## src/rtl/serial_tx_arbiter.sv

```systemverilog
// serial_tx_arbiter
// Two-requester round-robin arbiter feeding a UART transmitter. A grant
// produces a one-cycle SEND (txe plus the winner's ack), after which the
// block waits FRAME_CYCLES cycles so the UART can finish the frame before
// the next grant.
module serial_tx_arbiter #(
    parameter int FRAME_CYCLES = 62400
) (
    input  logic       clk,
    input  logic       rst_n,
    input  logic       en,
    input  logic       req0_valid,
    input  logic [7:0] req0_data,
    output logic       req0_ack,
    input  logic       req1_valid,
    input  logic [7:0] req1_data,
    output logic       req1_ack,
    output logic       txe,
    output logic [7:0] dat_t,
    output logic       busy,
    output logic       grant_id
);

    localparam logic [1:0] IDLE = 2'd0;
    localparam logic [1:0] SEND = 2'd1;
    localparam logic [1:0] WAIT = 2'd2;

    // The counter is loaded on leaving SEND and reaches zero on the last
    // WAIT cycle, so WAIT spans exactly FRAME_CYCLES cycles.
    localparam logic [15:0] CNT_LOAD = 16'(FRAME_CYCLES - 1);

    logic [1:0]  state_reg, state_next;
    logic [15:0] cnt_reg, cnt_next;
    logic [7:0]  dat_reg, dat_next;
    logic        grant_reg, grant_next;

    logic [1:0]  valid_vec;
    logic [1:0]  ack_vec;
    logic        winner;
    logic        in_send;

    assign valid_vec = {req1_valid, req0_valid};
    assign in_send   = (state_reg == SEND);

    // On a tie the requester that did not win last time goes next; the reset
    // value of grant_reg (1) lets requester 0 win the first tie.
    assign winner = (&valid_vec) ? ~grant_reg : valid_vec[1];

    // Each requester's ack is the SEND pulse qualified by the stored grant.
    genvar gi;
    generate
        for (gi = 0; gi < 2; gi++) begin : g_ack
            assign ack_vec[gi] = in_send && (grant_reg == 1'(gi));
        end
    endgenerate

    assign req0_ack = ack_vec[0];
    assign req1_ack = ack_vec[1];
    assign txe      = in_send;
    assign dat_t    = dat_reg;
    assign busy     = (state_reg != IDLE);
    assign grant_id = grant_reg;

    // Next-state logic: grant in IDLE, single SEND cycle, counted WAIT.
    always_comb begin
        state_next = state_reg;
        cnt_next   = cnt_reg;
        dat_next   = dat_reg;
        grant_next = grant_reg;
        case (state_reg)
            IDLE: begin
                if (en && (|valid_vec)) begin
                    grant_next = winner;
                    dat_next   = winner ? req1_data : req0_data;
                    state_next = SEND;
                end
            end
            SEND: begin
                cnt_next   = CNT_LOAD;
                state_next = WAIT;
            end
            WAIT: begin
                if (cnt_reg == 16'd0) begin
                    state_next = IDLE;
                end else begin
                    cnt_next = cnt_reg - 16'd1;
                end
            end
            default: begin
                state_next = IDLE;
                cnt_next   = 16'd0;
            end
        endcase
    end

    // State registers; reset abandons any frame in progress.
    always_ff @(posedge clk) begin
        if (!rst_n) begin
            state_reg <= IDLE;
            cnt_reg   <= 16'd0;
            dat_reg   <= 8'h00;
            grant_reg <= 1'b1;
        end else begin
            state_reg <= state_next;
            cnt_reg   <= cnt_next;
            dat_reg   <= dat_next;
            grant_reg <= grant_next;
        end
    end

endmodule

```

## config.mk

```make
export PLATFORM = sky130hd
export DESIGN_NAME = serial_tx_arbiter
export DESIGN_NICKNAME = d
export VERILOG_FILES = /design/src/rtl/serial_tx_arbiter.sv
export SDC_FILE = /design/constraint.sdc
export NUM_CORES = 1
export LEC_CHECK = 0
export ABC_AREA = 0
export ABC_CLOCK_PERIOD_IN_PS = 1700
export BUFFER_PORTS_ARGS = -buffer_cell sky130_fd_sc_hd__buf_4
export CAP_MARGIN = 10
export CORE_MARGIN = 10
export CORE_UTILIZATION = 43
export CTS_BUF_LIST = sky130_fd_sc_hd__clkbuf_8
export DETAILED_ROUTE_END_ITERATION = 12
export PLACE_DENSITY = 0.69
export SYNTH_ARGS = -nofsm -noshare
export SYNTH_HDL_FRONTEND = slang
export SYNTH_SLANG_ARGS = --single-unit
```

## constraint.sdc

```tcl
create_clock -name clk -period 1.7 [get_ports clk]
set_input_delay 0.34 -clock clk [delete_from_list [all_inputs] [get_ports clk]]
set_output_delay 0.34 -clock clk [all_outputs]
set_load 0.02 [all_outputs]
```

==> results of run 1 <==
timing repair:
action | CTS | global route
gates resized for setup | 15 | 22
buffers inserted | 1 | 1
pin swaps | 2 | 4
setup endpoints to repair | 18 | 19
final cells by class:
cell class,instances,area (sq um),area share [%]
inverters,10,37.5,1.50
well taps,48,60.1,2.40
clock buffers,3,41.3,1.65
multi-input cells,140,1180,47.0
flip-flops and latches,27,546,21.8
repair buffers,74,641,25.6
clock inverters,1,3.75,0.150
metal layers:
metal	up-vias	share of wire [%]	global-route usage, %
met1	821	40	15.1
met2	88	48	22.3
li1	869	-	-
met3	13	9.3	4.79
met4	0	2.2	4.77
met5	-	0	0
worst paths after layout:
check,end,depth (start not counted)
setup / recovery,cnt_reg[6]$_SDFFE_PN0P_,6
hold / removal,dat_t[6]$_SDFFE_PN0P_,3
setup reg to reg,cnt_reg[6]$_SDFFE_PN0P_,6
hold reg to reg,dat_t[3]$_SDFFE_PN0P_,2
critical path: stages, from the launching register on:
cell and delay (ps):
dfxtp_2 350, inv_2 60, ha_1 330, and2_4 210, and3_4 220, or3b_1 350
a21oi_1 140
kinds of logic (layout without fill, tap and decap cells):
| kind of cell | count (synthesis) | in the layout | share of synthesized area [%] |
|---|---|---|---|
| flip-flops | 27 | 27 | 31.3 |
| multiplexers | 10 | 10 | 5.80 |
| AO/OA/AOI/OAI | 61 | 61 | 28.7 |
| AND/OR/NAND/NOR | 64 | 64 | 22.3 |
| buffers and inverters | 26 | 88 | 8.26 |
| adder cells (fa/ha/maj) | 5 | 5 | 3.62 |
cell usage after synthesis (2+ instances only):
cell type | n | share of area, %
a211oi_1 | 9 | 3.9
a211oi_2 | 2 | 1.4
a21oi_1 | 6 | 1.7
a31oi_1 | 7 | 2.5
a32o_1 | 2 | 1.2
a41oi_1 | 4 | 2.0
and2_0 | 2 | 0.72
buf_2 | 6 | 1.7
buf_6 | 5 | 3.3
clkbuf_1 | 5 | 1.1
dfxtp_1 | 27 | 31
ha_1 | 5 | 3.6
inv_1 | 9 | 2.0
mux2i_1 | 10 | 5.8
nand2_1 | 11 | 2.4
nand3_1 | 7 | 2.0
nor2_1 | 15 | 3.3
nor3_1 | 7 | 2.0
nor4_4 | 2 | 2.5
nor4b_1 | 2 | 1.0
o21a_1 | 2 | 0.87
o21ai_0 | 4 | 1.2
o311ai_0 | 8 | 4.1
o31ai_1 | 2 | 0.87
o31ai_2 | 7 | 5.1
or3_1 | 3 | 1.1
or4_1 | 2 | 0.87
power by group through the flow:
stage / sequential [mW] / combinational [mW] / clock, mW
final: 0.707 / 0.841 / 0.374
after global routing: 0.714 / 0.904 / 0.404
after CTS: 0.706 / 0.753 / 0.386
after detailed placement: 0.719 / 0.725 / 0
after global placement: 0.717 / 0.722 / 0
after floorplan: 0.751 / 0.381 / 0
metrics by stage:
stage / setup TNS (ps) / utilization (%) / cell area, sq um
floorplan: -908 / - / 1750
CTS: -22.7 / 63.2 / 2380
finish: -12.0 / 66.5 / 2510
global placement: -182 / 60.7 / 2290
global route: -402 / 66.5 / 2510
detailed placement: -735 / 60.7 / 2290
==> flow_summary.yaml, run 1 <==
cts:
  ctsHoldBuffers: 0
  clockRootBuffer: "clkbuf_8"
  clk-insertion-delay-late_ps: 280
  cts_max_level: 1
  clkTransAtPathRegs_ps: 100
  cts.sink_count: 27
  cts_tree: "done"
  cts_buffer_depth: 2
  cts_buffers: 3
route:
  antenna_left: 0
  drc_errors: 0
  first_iter_violations: 209
  routed_wl_um: 5070
  drtPass1Iterations: 4
  num_vias: 1791
  wl_per_cell_um: 16.7
  vias_per_cell: 5.91
place:
  gp_congestion: 0.911
  io_buffers: 33
  pre_cts_ws_ps: -112
  dpl.cell_count: 297
  post-dp-hpwl_um: 3610
job:
  maxCapViolCount: 0
timing:
  slew_violations: 0
  fin_crit_sh_pct: 101
  finClkSkew_ps: 10.2
  rsz0062_at_grt: "yes"
  relSlewSlack_pct: 70.2
  period_needed_ps: 1710
  tightest_slew_ps: 442
  max_freq_mhz: 585
  setup_viol: 2
  hold_slack_ps: 395
  hold_viol_final: 0
  fin_ws_ps: -10.0
floorplanning:
  rows: 22
  start_util_pct: 45.8
  fp.dieW_um: 83.4
  die_area_sq_um: 6950
  ios: 34
  fp.dieH_um: 83.4
  placeableCoreArea_sq_um: 3770
power:
  seq_power_share_pct: 36.8
  p_clk_share_pct: 19.5
  p_int_mw: 1.26
  netSwitchingFraction_pct: 34.3
  ir_worst_vdd_mv: 0.436
  combPwrFrac_pct: 43.7
  cellPowerDensity_nw_per_um2: 767
  leakage_nw: 1.01
  p_total_mw: 1.92
  p_sw_uw: 659
global_routing:
  grt_overflow: 0
  grt_use_total_pct: 13.3
  antenna_found_initial: 0
  grt_pass1_wl_um: 7980
  grt_pass1_vias: 1720
  grt_max_degree: 22
setup_path:
  r2r_start: "state_reg[0]$_SDFFE_PN0P_"
  cp.arrival_ps: 1940
  worst-r2r-setup-slack_ps: -10
  endpoint_kind: "register"
  cp.required_ps: 1930
  cp_max_fo: 5
  crit_type: "reg2reg"
  setup.worst_path.start: "state_reg[0]$_SDFFE_PN0P_"
  worst_setup_path_start_kind: "register"
cells_and_area:
  largest_reg_flops: 16
  final_nets: 282
  mostFrequentLayoutCell: "buf_4"
  area_growth_pct: 45.1
  num-fill-cells: 288
  antenna_cells: 0
  mostFrequentLayoutCells: "buf_4, dfxtp_1, nor2_1"
  drive_above_1_share_pct: 48.2
  fin_cells: 303
synthesis:
  ys_types: 49
  synth-edff-count: 0
  synth_nets: 219
  yosysWarnings: 0
  synth-seq-area-share_pct: 31.3
  netlist_area_sq_um: 1730
  syn_inst: 193
  ys_seq_elements: 27
  syn_avg_cell_area_sq_um: 8.95
  synthArstFlopShare_pct: 0
  synthFlopType: "dfxtp_1"
worst_hold_path:
  hold_class: "in2reg"
  hold_path.startpoint: "req0_data[6]"
run_status:
  status: "finished with violations"
  violations: "setup timing"
(Power assumes the default switching activity.)
==> run 2: changes to the inputs <==
- SKIP_LAST_GASP: not set -> 1
==> flow_summary.yaml, run 2 (synthesis results as in run 1) <==
cells_and_area:
  antenna_cells: 0
  final_nets: 284
  largest_reg_flops: 16
  post-route-cell-area_sq_um: 2520
  area_growth_pct: 46.2
  mostFrequentLayoutCells: "buf_4, dfxtp_1, nor2_1"
  mostFrequentLayoutCell: "buf_4"
  drive_above_1_share_pct: 47.1
setup_path:
  cp.required_ps: 1880
  endpoint_kind: "register"
  worst-r2r-setup-slack_ps: -10
  cp.arrival_ps: 1900
  cp_max_fo: 7
  crit_type: "reg2reg"
  reg2reg_depth: 7
  worst_setup_path_start_kind: "register"
job:
  maxCapViolCount: 0
place:
  gp_congestion: 0.911
  pre_cts_ws_ps: -112
  dpl_cell_area_sq_um: 2290
  io_buffers: 33
  post-dp-hpwl_um: 3610
global_routing:
  grt_pass1_vias: 1706
  grt_pass1_wl_um: 7900
  grt_max_degree: 22
  antenna_found_initial: 0
  grt_overflow: 0
  grt_use_total_pct: 13.2
timing:
  relSlewSlack_pct: 70.1
  finalSetupTns_ps: -22.9
  hold_slack_ps: 396
  rsz0062_at_grt: "yes"
  fin_ws_ps: -13.1
  fin_crit_sh_pct: 101
  hold_viol_final: 0
  period_needed_ps: 1710
  finClkSkew_ps: 10.1
  slew_violations: 0
  tightest_slew_ps: 443
  setup_viol: 2
  max_freq_mhz: 584
worst_hold_path:
  holdPathStages: 3
  hold_class: "in2reg"
cts:
  cts_max_level: 1
  clk-insertion-delay-late_ps: 280
  clkTransAtPathRegs_ps: 100
  cts_buffer_depth: 2
  cts.sink_count: 27
  cts_tree: "done"
  clockRootBuffer: "clkbuf_8"
  cts_buffers: 3
floorplanning:
  fp.dieW_um: 83.4
  ios: 34
  start_util_pct: 45.8
  placeableCoreArea_sq_um: 3770
  fp.dieH_um: 83.4
  rows: 22
  die_area_sq_um: 6950
power:
  p_total_mw: 1.92
  leakage_nw: 1.02
  ir_worst_vdd_mv: 0.431
  cellPowerDensity_nw_per_um2: 762
route:
  first_iter_violations: 166
  num_vias: 1753
  vias_per_cell: 5.75
  antenna_left: 0
  routed_wl_um: 4990
  wl_per_cell_um: 16.4
  drtPass1Iterations: 4
  drc_errors: 0
run_status:
  violations: "setup timing"
  status: "finished with violations"
==> run 2: final timing paths <==
path	from	to
max	state_reg[1]$_SDFFE_PN0P_	cnt_reg[9]$_SDFFE_PN0P_
min	req0_data[6]	dat_t[6]$_SDFFE_PN0P_
max reg2reg	state_reg[1]$_SDFFE_PN0P_	cnt_reg[9]$_SDFFE_PN0P_
min reg2reg	dat_t[1]$_SDFFE_PN0P_	dat_t[1]$_SDFFE_PN0P_
==> run 2: power breakdown <==
group          switching [mW]  leakage [nW]  total, mW  internal [mW]
clock                   0.208        0.0269      0.371          0.163
sequential             0.0310         0.222      0.707          0.677
combinational           0.418         0.772      0.844          0.426
==> run 2: worst max-delay path, cell delays in order (launching register included) <==
cell	delay (ps)
dfxtp_2	330
buf_4	130
ha_4	160
nor4b_2	150
and4_4	190
or2_4	280
buf_6	130
a32o_1	240
==> run 2: area by class of cell <==
class                           count  area, sq um
Clock buffer                        3         41.3
Clock inverter                      1         3.75
Fill cell                         283         1250
Inverter                           10         40.0
Multi-Input combinational cell    140         1190
Sequential cell                    27          548
Tap cell                           48         60.1
Timing Repair Buffer               76          639
==> run 2: stage by stage <==
stage	cells	utilization [%]
after global placement	297	60.7
after detailed placement	297	60.7
final	305	66.9
after CTS	302	62.9
after floorplan	193	-
after global routing	305	66.9
==> run 2: metal layers <==
metal  vias to the layer above  track usage (%)  part of all wire [%]
li1                        869                -                     -
met1                       812             14.9                    41
met2                        65             22.3                    49
met3                         7             4.79                   9.0
met4                         0             4.15                   1.2
met5                         -                0                     0
==> run 2: what timing repair did <==
item	4_1_cts	5_1_grt
hold buffers	0	0
gates resized for setup	13	24
pin swaps	2	3
buffers inserted	1	3
hold endpoints to repair	0	0
setup endpoints to repair	18	18
